<file path="src/rtl/adder_txn_initiator_if.sv">
// Adder bus: operands and valid from the initiator, result back from the adder.
interface adder_txn_initiator_if #(
  parameter int unsigned WIDTH = 4
);
  logic [WIDTH-1:0] a;
  logic [WIDTH-1:0] b;
  logic             valid;
  logic [WIDTH:0]   c;

  modport master (output a, output b, output valid, input c);
  modport slave  (input a, input b, input valid, output c);
endinterface

</file>
<file path="src/rtl/adder_txn_initiator.sv">
// Self-test initiator: drives LFSR operand pairs into an adder, waits its latency,
// and counts results that differ from the locally computed sum.
module adder_txn_initiator #(
  parameter int unsigned WIDTH   = 4,
  parameter int unsigned NUM_TXN = 16,
  parameter int unsigned LATENCY = 1,
  parameter logic [15:0] SEED    = 16'hACE1,
  parameter int unsigned CW      = $clog2(NUM_TXN + 1)
) (
  input  logic                  clk,
  input  logic                  reset,
  input  logic                  start,
  input  logic                  stop,
  adder_txn_initiator_if.master bus,
  output logic                  busy,
  output logic                  done,
  output logic                  pass,
  output logic [CW-1:0]         err_count,
  output logic [CW-1:0]         txn_count
);

  localparam logic [15:0] SEED_EFF = (SEED == 16'h0000) ? 16'h0001 : SEED;
  localparam int unsigned LW = (LATENCY > 2) ? $clog2(LATENCY) : 1;
  localparam logic [LW-1:0] WAIT_LOAD = LW'((LATENCY > 1) ? LATENCY - 2 : 0);
  localparam logic [CW-1:0] LAST_TXN  = CW'(NUM_TXN - 1);

  typedef enum logic [2:0] {S_IDLE, S_ISSUE, S_WAIT, S_CHECK, S_DONE} state_t;

  state_t           state, state_next;
  logic [15:0]      lfsr, lfsr_next;
  logic [WIDTH-1:0] a_q, b_q;
  logic [WIDTH:0]   expected;
  logic [LW-1:0]    wait_cnt;
  logic             match;

  assign lfsr_next = {1'b0, lfsr[15:1]} ^ (lfsr[0] ? 16'hB400 : 16'h0000);
  assign match     = (bus.c == expected);

  assign bus.a     = a_q;
  assign bus.b     = b_q;
  assign bus.valid = (state == S_ISSUE);
  assign busy      = (state == S_ISSUE) || (state == S_WAIT) || (state == S_CHECK);
  assign done      = (state == S_DONE);

  always_ff @(posedge clk or negedge reset) begin
    if (!reset) state <= S_IDLE;
    else        state <= state_next;
  end

  always_comb begin
    state_next = state;
    case (state)
      S_IDLE, S_DONE: if (start) state_next = S_ISSUE;
      S_ISSUE:        state_next = (LATENCY > 1) ? S_WAIT : S_CHECK;
      S_WAIT:         if (wait_cnt == '0) state_next = S_CHECK;
      S_CHECK:        state_next = (txn_count == LAST_TXN) ? S_DONE : S_ISSUE;
      default:        state_next = S_IDLE;
    endcase
    if (stop) state_next = S_IDLE;
  end

  always_ff @(posedge clk or negedge reset) begin
    if (!reset) begin
      lfsr      <= SEED_EFF;
      a_q       <= '0;
      b_q       <= '0;
      expected  <= '0;
      wait_cnt  <= '0;
      pass      <= 1'b0;
      err_count <= '0;
      txn_count <= '0;
    end else if (stop) begin
      pass <= 1'b0;
    end else begin
      case (state)
        S_IDLE, S_DONE: begin
          if (start) begin
            lfsr      <= SEED_EFF;
            a_q       <= SEED_EFF[WIDTH-1:0];
            b_q       <= SEED_EFF[2*WIDTH-1:WIDTH];
            pass      <= 1'b0;
            err_count <= '0;
            txn_count <= '0;
          end
        end
        S_ISSUE: begin
          expected <= {1'b0, a_q} + {1'b0, b_q};
          lfsr     <= lfsr_next;
          wait_cnt <= WAIT_LOAD;
        end
        S_WAIT: begin
          if (wait_cnt != '0) wait_cnt <= wait_cnt - 1'b1;
        end
        S_CHECK: begin
          if (!match) err_count <= err_count + 1'b1;
          txn_count <= txn_count + 1'b1;
          // pass must include the transaction being checked on this same edge
          if (txn_count == LAST_TXN) begin
            pass <= (err_count == '0) && match;
          end else begin
            a_q <= lfsr[WIDTH-1:0];
            b_q <= lfsr[2*WIDTH-1:WIDTH];
          end
        end
        default: ;
      endcase
    end
  end

endmodule
</file>
<file path="src/flat_wrapper.sv">
// flat-port wrapper written by rule: the top's interface ports become plain ports
module adder_txn_initiator_flat 
#(
  parameter int unsigned WIDTH   = 4,
  parameter int unsigned NUM_TXN = 16,
  parameter int unsigned LATENCY = 1,
  parameter logic [15:0] SEED    = 16'hACE1,
  parameter int unsigned CW      = $clog2(NUM_TXN + 1)
)
  (clk, reset, start, stop, busy, done, pass, err_count, txn_count, bus_a, bus_b, bus_valid, bus_c);
  adder_txn_initiator_if #(.WIDTH(WIDTH)) bus_i ();
  input  logic clk;
  input  logic reset;
  input  logic start;
  input  logic stop;
  output logic busy;
  output logic done;
  output logic pass;
  output logic [CW-1:0] err_count;
  output logic [CW-1:0] txn_count;
  output wire logic [$bits(bus_i.a)-1:0] bus_a;
  output wire logic [$bits(bus_i.b)-1:0] bus_b;
  output wire logic [$bits(bus_i.valid)-1:0] bus_valid;
  input wire logic [$bits(bus_i.c)-1:0] bus_c;
  assign bus_a = bus_i.a;
  assign bus_b = bus_i.b;
  assign bus_valid = bus_i.valid;
  assign bus_i.c = bus_c;
  adder_txn_initiator #(.WIDTH(WIDTH), .NUM_TXN(NUM_TXN), .LATENCY(LATENCY), .SEED(SEED), .CW(CW)) u_core (.clk(clk), .reset(reset), .start(start), .stop(stop), .bus(bus_i), .busy(busy), .done(done), .pass(pass), .err_count(err_count), .txn_count(txn_count));
endmodule
</file>
<file path="config.mk">
export PLATFORM = sky130hd
export DESIGN_NAME = adder_txn_initiator_flat
export DESIGN_NICKNAME = d
export VERILOG_FILES = /design/src/rtl/adder_txn_initiator_if.sv /design/src/rtl/adder_txn_initiator.sv /design/src/flat_wrapper.sv
export SDC_FILE = /design/constraint.sdc
export NUM_CORES = 1
export LEC_CHECK = 0
export ABC_AREA = 1
export BUFFER_PORTS_ARGS = -buffer_cell sky130_fd_sc_hd__clkbuf_2
export CORE_ASPECT_RATIO = 1.2
export CORE_MARGIN = 3
export CORE_UTILIZATION = 60
export CTS_BUF_LIST = sky130_fd_sc_hd__clkbuf_4 sky130_fd_sc_hd__clkbuf_8
export DETAILED_ROUTE_END_ITERATION = 10
export PLACE_DENSITY = 0.83
export SYNTH_ARGS = -nofsm -noshare
export SYNTH_HDL_FRONTEND = slang
export SYNTH_SLANG_ARGS = --single-unit
</file>
<file path="constraint.sdc">
create_clock -name clk -period 4 [get_ports clk]
set_input_delay 0.4 -clock clk [delete_from_list [all_inputs] [get_ports clk]]
set_output_delay 0.4 -clock clk [all_outputs]
set_load 0.02 [all_outputs]
</file>
Yosys cells after proc, flatten, opt, wreduce, memory -nomap -nowiden. Cells that the tools add are included.

Register bits after elaboration: 44. Output and inout bits: 22. Word-level logic and storage cells: 69.

$add $sub $neg: 4. Eq/ne operators: 12. Mux-type cells: 24. Bitwise gates (word level): 2. Reduce and logical (&&, ||, !) cells: 18.

Operator list (number): $mux W16 (2); $pmux W16 S2 (1); $pmux W5 S2 (2); $mux W4 (4); $pmux W4 S2 (2); $xor A15 B16 Y16 (1); $mux W3 (4); $pmux W3 S4 (1); $add A5 B1 Y5 const B (2); $mux W5 (2); $ne A3 B3 Y1 const B (3); $reduce_and A3 Y1 (3); $reduce_and A4 Y1 (2); $eq A3 B2 Y1 const B (2); $ne A2 B2 Y1 const B (3); $reduce_and A2 Y1 (3); $reduce_bool A2 Y1 (3); $add A4 B4 Y5 (1); $eq A5 B4 Y1 const B (1); $eq A5 B5 Y1 (1); $logic_not A5 Y1 (1); $mux W1 (4); $pmux W1 S2 (2); $eq A3 B1 Y1 const B (1); other kinds (8) (9).

Depth between registers and ports, before layout. Gate-level depths: netlist of the first run.

Depth in word-level cells: 5. Depth in mapped cells: 10. Mapped depth without buffers: 10.

Worst setup path after synthesis of the first run. Ideal clock, no wire load.

Kind: flip-flop to flip-flop. Start: register u_core.txn_count[0]. End: register u_core.a_q[1], in the netlist u_core.bus.a[1]. Library setup time: 0.124 ns. Data arrival time: 1.453 ns. Data required time: 3.876 ns. Path slack: 2.422 ns. Cell stages (with the launch flop): 10. Path buffers: 1. Clock period less this slack: 1.578 ns. Cell sequence: dfrtp_1 -> ha_1 -> nand2_1 -> nor2_1 -> ha_1 -> nand2_1 -> nand2_4 -> buf_6 -> nand2_1 -> o31ai_1.

Longest elaborated chain between the ends: 3.

RTL lines: from (decl) (RTL line adder_txn_initiator.sv:19) `output logic [CW-1:0] txn_count`; from (signal assigned) (RTL line adder_txn_initiator.sv:96) `txn_count <= txn_count + 1'b1;`; $eq A5 B4 Y1 (RTL line adder_txn_initiator.sv:98) `if (txn_count == LAST_TXN) begin`; $ne A2 B2 Y1 (no line); $reduce_and A4 Y1 (no line); to (signal assigned) (RTL line adder_txn_initiator.sv:79) `a_q <= SEED_EFF[WIDTH-1:0];`; to (signal assigned) (RTL line adder_txn_initiator.sv:101) `a_q <= lfsr[WIDTH-1:0];`; to (decl) (RTL line adder_txn_initiator.sv:31) `logic [WIDTH-1:0] a_q, b_q;`.

Every way passes these cells. A chain may end at the register's enable or synchronous reset.

Worst setup path after layout of the first run.
Start: register u_core.state[2]. End: output port bus_valid.

Longest elaborated chain between the ends: 1.

RTL lines: from (decl) (RTL line adder_txn_initiator.sv:29) `state_t state, state_next;`; from (signal assigned) (RTL line adder_txn_initiator.sv:47) `else state <= state_next;`; $eq A3 B1 Y1 (RTL line adder_txn_initiator.sv:41) `assign bus.valid = (state == S_ISSUE);`; to (decl) (RTL line flat_wrapper.sv:23) `output wire logic [$bits(bus_i.valid)-1:0] bus_valid;`.

Every way passes these cells.

==> metrics.md, run 1 <==
| Metric | Value |
|---|---|
| Peak VDD IR | `between 0.4 and 0.5 mV` |
| Yosys warns | `0` |
| Final net count | `300` |
| Hold_buf cts | `0` |
| Pin count of the biggest net entering global routing | `44` |
| GRT overflow | `0` |
| Status | `finished, final reports clean` |
| Clk root buf | `clkbuf_8` |
| Post-Syn Nets | `around 270` |
| Critical path startpoint category | `flip-flop` |
| Core area | `approximately 0.0035 mm²` |
| Clk sink count | `43` |
| Top cells by area, synth | `dfrtp_1 (39%), dfstp_2 (9.3%), nand2_1 (7.6%)` |
| Hold Fails Final Rpt | `0` |
| Antenna Nets Post-Route | `0` |
| Fin crit share | `between 40% and 50%` |
| Routed wire length per instance | `12.4 µm` |
| Slew HR | `between 30% and 40%` |
| CTS H-tree lvls | `2` |
| Main synth FF type | `dfrtp_1` |
| Syn-to-layout area delta | `10.7%` |
| Cell variety after synth | `37` |
| Synth Area in Simple Gates | `~21%` |
| Post-CTS repair timing setup buffer count | `0` |
| # IOs | `31` |
| Power density over cell area | `approximately 630 mW/mm²` |
| Dpl hpwl | `about 3000 µm` |
| CP max FO | `7` |
| Clock buffer depth | `2` |
| Crit path required time | `3.60 ns` |
| Final Wtd Congestion | `between 0.8 and 0.9` |
| Post-route insts no fill | `333` |
| Synth top area share | `roughly 39%` |
| Critical Path AT | `about 1.3 ns` |
| FF+latch count, synth | `43` |
| Starting Density | `between 60% and 70%` |
| Avg Cell Area, Syn | `~9 µm²` |
| Drt initial violations | `roughly 140` |
| Initial antenna violation count | `0` |
| RSZ-0062 raised after global routing | `no` |
| Main combinational cell family by area after synthesis | `simple AND/OR/NAND/NOR gates` |
| Mux cell area share after synthesis | `0%` |
| Compound-gate portion of the synthesized area | `a little over an eighth` |
| Post-synthesis xor/xnor area fraction | `about 2.7%` |
| Num CTS Buffers | `5` |
| Leak | `between 1 and 1.5 nW` |
| Worst-Margin Slew | `1.02 ns` |
| CTS resizes | `0` |
| Final min period | `1.73 ns` |
| Critical path class | `flip-flop to output pin` |
| Vias in the first global route | `roughly 1,600` |
| Drt pass-1 iters | `4` |
| Post-synth top area cell | `dfrtp_1` |
| Seq/Total Area, Yosys | `between 40% and 50%` |
| Worst-skew pair later-pin latency | `0.29 ns` |
| Layout cells sized above 1 | `between 20% and 30%` |
| Max-cap violation count | `0` |
| First-pass GRT wire length | `6990 µm` |
| Slew Viols, Final | `0` |
| Die extent in x | `approximately 62 µm` |
| Placed instance area | `between 0.002 and 0.0025 mm²` |
| Post-Layout Inst Area | `~0.0025 mm²` |
| Worst Skew | `between 0.008 and 0.009 ns` |
| Post-Synthesis Cells | `251` |
| # diodes | `0` |
| PortBufs | `30` |
| Fmax | `577 MHz` |
| Total wire length | `about 4100 µm` |
| GR Util All Layers | `about a fifth` |
| # fillers | `~270` |
| Hold Crit Class | `input pin to asynchronous set/reset pin` |
| TritonCTS clock tree | `yes` |
| Post-Synthesis Cell Area | `0.00226 mm²` |
| Drt drc | `0` |
| Hold WS | `between 0.2 and 0.3 ns` |
| Setup TNS | `0 ns` |
| Post-synth EDFFs | `0` |
| Routed vias | `1,726` |
| CTS clock-pin slew for the worst setup and hold paths | `about 0.08 ns` |
| Crit. End Element | `output pin` |
| Placed instance count | `approximately 330` |
| Final setup fails | `0` |
| Post-Synth Adder-Cell Area | `~5.3%` |
| FP Rows | `23` |
| Die span in y | `about 73 µm` |
| Vias per cell | `5.18` |
| Die area | `0.00454 mm²` |
| Synth async-reset ratio | `100%` |
critical path, stage by stage (launching register included):
cell,delay [ns]
dfrtp_1,0.44
inv_2,0.14
nand3_4,0.15
inv_1,0.12
clkbuf_2,0.17
metal layers:
layer | routed length (µm) | GRT usage [%]
met1 | 1830 | 26.5
met5 | 0 | 0
met4 | 66 | 9.43
met3 | 135 | 4.42
met2 | 2100 | 33.4
flip-flops by register name, indices dropped and copies added, names as in the netlist:
signal,flops
u_core.pass,1
u_core.txn_count,5
u_core.bus.a,4
u_core.state,3
u_core.err_count,5
u_core.lfsr,16
u_core.bus.b,4
u_core.expected,5
power breakdown:
part	switching (mW)	internal [mW]	leakage [nW]	total (mW)
clock network	0.144	0.120	0.0477	0.264
registers	0.111	0.595	0.541	0.706
logic	0.387	0.212	0.712	0.599
worst paths after layout:
kind | cells past startpoint | slack [ns] | from | endpoint
max in group asynchronous | 1 | 3.10 | reset | u_core.lfsr[4]
min in group clk | 2 | 0.38 | stop | u_core.state[1]
worst min register to register | 2 | 0.49 | u_core.lfsr[12] | u_core.lfsr[12]
worst max register to register | 7 | 2.30 | u_core.state[2] | u_core.pass
worst max-delay path | 4 | 2.27 | u_core.state[2] | bus_valid
worst min-delay path | 1 | 0.26 | reset | u_core.err_count[0]
cell usage in the layout (no fill, tap or decap), types with 4 or more instances in the layout:
master / n
nand2_1: 46
nand3_1: 12
o31ai_1: 6
clkbuf_8: 5
ha_1: 8
nor2_1: 25
o21ai_0: 8
a21oi_1: 6
dfstp_2: 8
inv_1: 38
clkbuf_2: 30
o22ai_1: 7
dfrtp_1: 35
xnor2_1: 5
o21ai_2: 5
a22oi_1: 4
kinds of logic (layout without fill, tap and decap cells):
family                   after synthesis  after routing
AO/OA/AOI/OAI                         44             44
XOR/XNOR                               7              7
adder cells (fa/ha/maj)                9              9
buffers and inverters                 48             80
flip-flops                            43             43
AND/OR/NAND/NOR                      100            100
area by class of cell:
cell class | count | area [µm²] | share of cell area (%)
Clock inverter | 3 | 15.0 | 0.600
Inverter | 42 | 160 | 6.40
Multi-Input combinational cell | 160 | 961 | 38.4
Timing Repair Buffer | 30 | 150 | 6.00
Clock buffer | 5 | 68.8 | 2.75
Sequential cell | 43 | 1090 | 43.4
Tap cell | 50 | 62.6 | 2.50
per-stage QoR:
stage / util, % / setup slack (ns) / power (mW)
2_1_floorplan: - / 2.42 / 1.17
3_3_place_gp: 69.5 / 2.41 / 1.29
3_5_place_dp: 69.5 / 2.34 / 1.31
4_1_cts: 71.9 / 2.25 / 1.58
5_1_grt: 71.9 / 2.17 / 1.69
6_report: 71.9 / 2.27 / 1.57
Yosys cell counts (all sizes together), types with 2 or more instances:
| library cell | count |
|---|---|
| nand2 | 51 |
| inv | 42 |
| dfrtp | 35 |
| nor2 | 28 |
| o21ai | 16 |
| nand3 | 14 |
| a21oi | 8 |
| dfstp | 8 |
| ha | 8 |
| o22ai | 7 |
| buf | 6 |
| o31ai | 6 |
| xnor2 | 5 |
| a22oi | 4 |
| nor3 | 3 |
| nand4 | 2 |
| xor2 | 2 |
Power figures use the tool's default switching activity.
==> run 2, diff against run 1 <==
CORE_UTILIZATION = 59   (was 60)
PLACE_DENSITY = 0.82   (was 0.83)
clock period = 1.8 ns   (was 4 ns; I/O delays follow)
==> metrics.md, run 2 (synthesized netlist as in run 1, its figures left out) <==
| Metric | Value |
|---|---|
| Status | `finished, final reports clean` |
| Final setup fails | `0` |
| Initial antenna violation count | `0` |
| FP Rows | `24` |
| CP max FO | `17` |
| Placed instance count | `between 300 and 400` |
| Pin count of the biggest net entering global routing | `between 40 and 50` |
| CTS clock-pin slew for the worst setup and hold paths | `roughly 0.080 ns` |
| Placed instance area | `0.00245 mm²` |
| Critical path class | `flip-flop to flip-flop` |
| # fillers | `~300` |
| Critical path startpoint category | `flip-flop` |
| Critical-path cell list | `ha_1 > nand2_1 > nor2_1 > ha_1 > nand2_1 > nand2_4 > nor3_1 > a21oi_2` |
| Final net count | `approximately 300` |
| Dpl hpwl | `between 3000 and 4000 µm` |
| First-pass GRT wire length | `about 7400 µm` |
| Final Wtd Congestion | `between 0.7 and 0.8` |
| Antenna Nets Post-Route | `0` |
| Post-route insts no fill | `340` |
| Hold WS | `roughly 0.17 ns` |
| Worst path slowest cell | `dfrtp_1` |
| Total wire length | `4260 µm` |
| Slew HR | `around two thirds` |
| Worst-skew pair later-pin latency | `about 0.30 ns` |
| RSZ-0062 raised after global routing | `no` |
| Hold Fails Final Rpt | `0` |
| Max-cap violation count | `0` |
| Core area | `roughly 0.0037 mm²` |
| Crit path required time | `1.98 ns` |
| Vias in the first global route | `about 1,700` |
| # diodes | `0` |
| Fin crit share | `between 80% and 90%` |
| Die span in y | `between 70 and 80 µm` |
| Drt initial violations | `approximately 110` |
| Clock buffer depth | `2` |
| Power density over cell area | `1430 mW/mm²` |
| GRT overflow | `0` |
| # IOs | `31` |
| Worst-Margin Slew | `around 0.53 ns` |
| Die extent in x | `approximately 63 µm` |
| Starting Density | `between 60% and 70%` |
| GR Util All Layers | `between 20% and 30%` |
| Final min period | `around 1.6 ns` |
| Die area | `about 0.0046 mm²` |
| Commonest non-fill, non-tap cells in the layout | `nand2_1 (46), inv_1 (38), dfrtp_1 (35)` |
| Hold Crit Class | `input pin to flip-flop` |
| Most common cell after layout, fill and taps aside | `nand2_1` |
| Layout cells sized above 1 | `between 20% and 30%` |
| Drt drc | `0` |
| Peak VDD IR | `~0.92 mV` |
| Syn-to-layout area delta | `14.1%` |
| Vias per cell | `5.20` |
| Num CTS Buffers | `5` |
| Slew Viols, Final | `0` |
| Critical Path AT | `1.80 ns` |
| Setup TNS | `0 ns` |
| Clk root buf | `clkbuf_8` |
| Largest register by flop count | `u_core.lfsr` |
| Post-Layout Inst Area | `~0.0026 mm²` |
| Leak | `~1.3 nW` |
| Crit. End Element | `flip-flop` |
| Max reg flops | `16` |
| Routed wire length per instance | `roughly 13 µm` |
| Routed vias | `between 1,500 and 2,000` |
| TritonCTS clock tree | `yes` |
| PortBufs | `30` |
| Drt pass-1 iters | `4` |
| Worst Skew | `around 0.007 ns` |
| CTS H-tree lvls | `2` |
| Fmax | `619 MHz` |
| Clk sink count | `43` |
| CP peak stage delay | `around 0.44 ns` |
run 2: cell count changes in the layout (fill, tap and decap cells not counted):
cell | before | now
buf_4 | 0 | 4
bufinv_16 | 0 | 1
clkbuf_8 | 5 | 6
clkinv_2 | 3 | 1
dlygate4sd3_1 | 0 | 1
run 2: what timing repair did:
action                    in CTS  in global routing
setup buffers                  0                  0
hold buffers                   1                  0
hold endpoints to repair      35                  0
gates resized for setup        0                  0
run 2: cell type report:
| class | count | area (µm²) | area share, % |
|---|---|---|---|
| Clock inverter | 2 | 35.0 | 1.36 |
| Sequential cell | 43 | 1090 | 42.1 |
| Multi-Input combinational cell | 160 | 961 | 37.2 |
| Tap cell | 52 | 65.1 | 2.52 |
| Inverter | 42 | 160 | 6.21 |
| Timing Repair Buffer | 35 | 190 | 7.37 |
| Clock buffer | 6 | 82.6 | 3.20 |
run 2: critical path: cells and delay by family, from the launching register on:
family          cells  cell delay [ns]
compound gates      1             0.04
flops               1             0.44
simple gates        5             0.59
fa+ha+maj           2             0.42
run 2: power by group:
group	switching (mW)	internal [mW]	total (mW)
Combinational	0.853	0.493	1.35
Sequential	0.247	1.32	1.57
Clock	0.332	0.449	0.781
Total	1.43	2.26	3.70
run 2: layer usage:
metal / track usage [%] / wire (µm) / up-vias
met3: 4.43 / 169 / 9
met5: 0 / 0 / -
met4: 8.33 / 82 / 0
met1: 24.1 / 1850 / 835
met2: 36.6 / 2170 / 41
li1: - / - / 883
run 2: metrics by stage:
stage | util [%] | worst slack, ns | power (mW)
detailed placement | 66.9 | 0.201 | 2.94
global placement | 66.9 | 0.232 | 2.89
finish | 70.4 | 0.183 | 3.70
CTS | 70.4 | 0.176 | 3.73
floorplan | - | 0.222 | 2.61
global route | 70.4 | 0.0343 | 3.98
run 2: worst paths after layout:
check,from,end,slack [ns],cells after the start
max,u_core.txn_count[0],u_core.bus.b[1],0.18,8
min,stop,u_core.state[1],0.17,2
max reg2reg,u_core.txn_count[0],u_core.bus.b[1],0.18,8
min reg2reg,u_core.pass,u_core.pass,0.49,2
max in group asynchronous,reset,u_core.lfsr[0],0.94,3
min in group asynchronous,reset,u_core.err_count[1],0.48,3
==> run 3, diff against run 2 <==
RECOVER_POWER = 50   (was default)
==> metrics.md, run 3 (synthesized netlist as in run 1, its figures left out) <==
| Metric | Value |
|---|---|
| Status | `finished, final reports clean` |
| Overall Power | `around 3.7 mW` |
| Placed instance count | `331` |
| Final Wtd Congestion | `0.762` |
| Power density over cell area | `between 1000 and 1500 mW/mm²` |
| CTS H-tree lvls | `2` |
| R2R depth | `8` |
| Slew HR | `a little under a third` |
| Drt initial violations | `roughly 110` |
| Hold WS | `0.167 ns` |
| RSZ-0062 raised after global routing | `no` |
| Fin crit share | `89.8%` |
| Hold-critical path endpoint | `u_core.state[1]` |
| Starting Density | `61.7%` |
| Critical Path AT | `approximately 1.8 ns` |
| Post-route insts no fill | `340` |
| Final min period | `around 1.6 ns` |
| Num CTS Buffers | `5` |
| Placed instance area | `0.00245 mm²` |
| Final net count | `around 300` |
| First-pass GRT wire length | `between 7000 and 8000 µm` |
| Max reg flops | `16` |
| Worst-Margin Slew | `1.03 ns` |
| Layout cells sized above 1 | `roughly 22%` |
| CP max FO | `17` |
| Critical path startpoint category | `flip-flop` |
| Max-cap violation count | `0` |
| Final setup fails | `0` |
| Vias in the first global route | `1,657` |
| Hold Fails Final Rpt | `0` |
| Setup WS pre-CTS | `between 0.2 and 0.25 ns` |
| Dpl hpwl | `3100 µm` |
| Hold Crit Class | `input pin to flip-flop` |
| Peak VDD IR | `~0.9 mV` |
| Critical path class | `flip-flop to flip-flop` |
| Routed vias | `1,756` |
| Fmax | `just over 600 MHz` |
| Setup TNS | `0 ns` |
| Drt pass-1 iters | `4` |
| Initial antenna violation count | `0` |
| Total wire length | `between 4000 and 5000 µm` |
| Largest register by flop count | `u_core.lfsr` |
| # diodes | `0` |
| Post-CTS repair timing setup buffer count | `0` |
| CTS resizes | `0` |
| Worst-skew pair later-pin latency | `approximately 0.30 ns` |
| Drt drc | `0` |
| Hold_buf cts | `1` |
| Clk root buf | `clkbuf_8` |
| Pin count of the biggest net entering global routing | `44` |
| Fin util | `about 70%` |
| Crit. End Element | `flip-flop` |
| Reg-to-reg setup timing slack | `around 0.18 ns` |
| Hold Startpoint | `stop` |
| Antenna Nets Post-Route | `0` |
| Routed wire length per instance | `12.5 µm` |
| Final setup margin | `0.183 ns` |
| Clk sink count | `43` |
| # IOs | `31` |
| Slew Viols, Final | `0` |
| Leak | `1.30 nW` |
| Die span in y | `approximately 74 µm` |
| Most common cell after layout, fill and taps aside | `nand2_1` |
| R2R Path End | `u_core.bus.b[1]` |
| GRT overflow | `0` |
| Core area | `roughly 0.0037 mm²` |
| CTS clock-pin slew for the worst setup and hold paths | `about 0.08 ns` |
| Syn-to-layout area delta | `13.4%` |
| FP Rows | `24` |
| PortBufs | `30` |
| Worst Hold Depth | `2` |
| GR Util All Layers | `between 20% and 30%` |
| TritonCTS clock tree | `yes` |
| Commonest non-fill, non-tap cells in the layout | `nand2_1 (46), inv_1 (38), dfrtp_1 (35)` |
| Worst Skew | `roughly 0.007 ns` |
| Die extent in x | `approximately 63 µm` |
| Clock buffer depth | `2` |
| Vias per cell | `around 5.2` |
| Reg-to-Reg Start | `u_core.txn_count[0]` |
| Die area | `around 0.0046 mm²` |
| Crit path required time | `between 1.5 and 2 ns` |
| Post-Layout Inst Area | `about 0.0026 mm²` |
[run 3: cell count changes in the layout (fill, tap and decap cells not counted)]
cell,change
clkbuf_2,-10
buf_4,-1
clkbuf_1,+11
[run 3: where the power goes]
group | switching, mW | total (mW) | leakage, nW | internal, mW
sequential | 0.246 | 1.57 | 0.541 | 1.32
clock | 0.332 | 0.781 | 0.0612 | 0.449
combinational | 0.851 | 1.33 | 0.699 | 0.481
total | 1.43 | 3.68 | 1.30 | 2.25
[run 3: layout make-up]
| type | count | area (µm²) |
|---|---|---|
| clock buffers | 6 | 82.6 |
| clock inverters | 2 | 35.0 |
| fillers | 304 | 1100 |
| inverters | 42 | 160 |
| multi-input cells | 160 | 961 |
| flip-flops and latches | 43 | 1090 |
| well taps | 52 | 65.1 |
| repair buffers | 35 | 174 |
[run 3: worst max-delay path by stage]
| stage | slack (ns) | to | startpoint |
|---|---|---|---|
| floorplan | 0.22 | u_core.bus.a[1] | u_core.txn_count[0] |
| global placement | 0.23 | u_core.bus.b[1] | u_core.txn_count[0] |
| detailed placement | 0.20 | u_core.bus.b[1] | u_core.txn_count[0] |
| CTS | 0.18 | u_core.bus.a[2] | u_core.txn_count[0] |
| global route | 0.03 | u_core.bus.b[1] | u_core.txn_count[0] |
| finish | 0.18 | u_core.bus.b[1] | u_core.txn_count[0] |
[run 3: metal layers]
metal | routed length (µm) | GRT usage, %
met1 | 1840 | 24.1
met2 | 2170 | 36.6
met3 | 160 | 4.43
met4 | 82 | 8.33
met5 | 0 | 0
[run 3: critical path, cell delays in order (launching register included)]
cell and delay [ns]:
dfrtp_1 0.44, ha_1 0.24, nand2_1 0.09, nor2_1 0.05, ha_1 0.18, nand2_1 0.11, nand2_4 0.14, nor3_1 0.20
a21oi_2 0.04
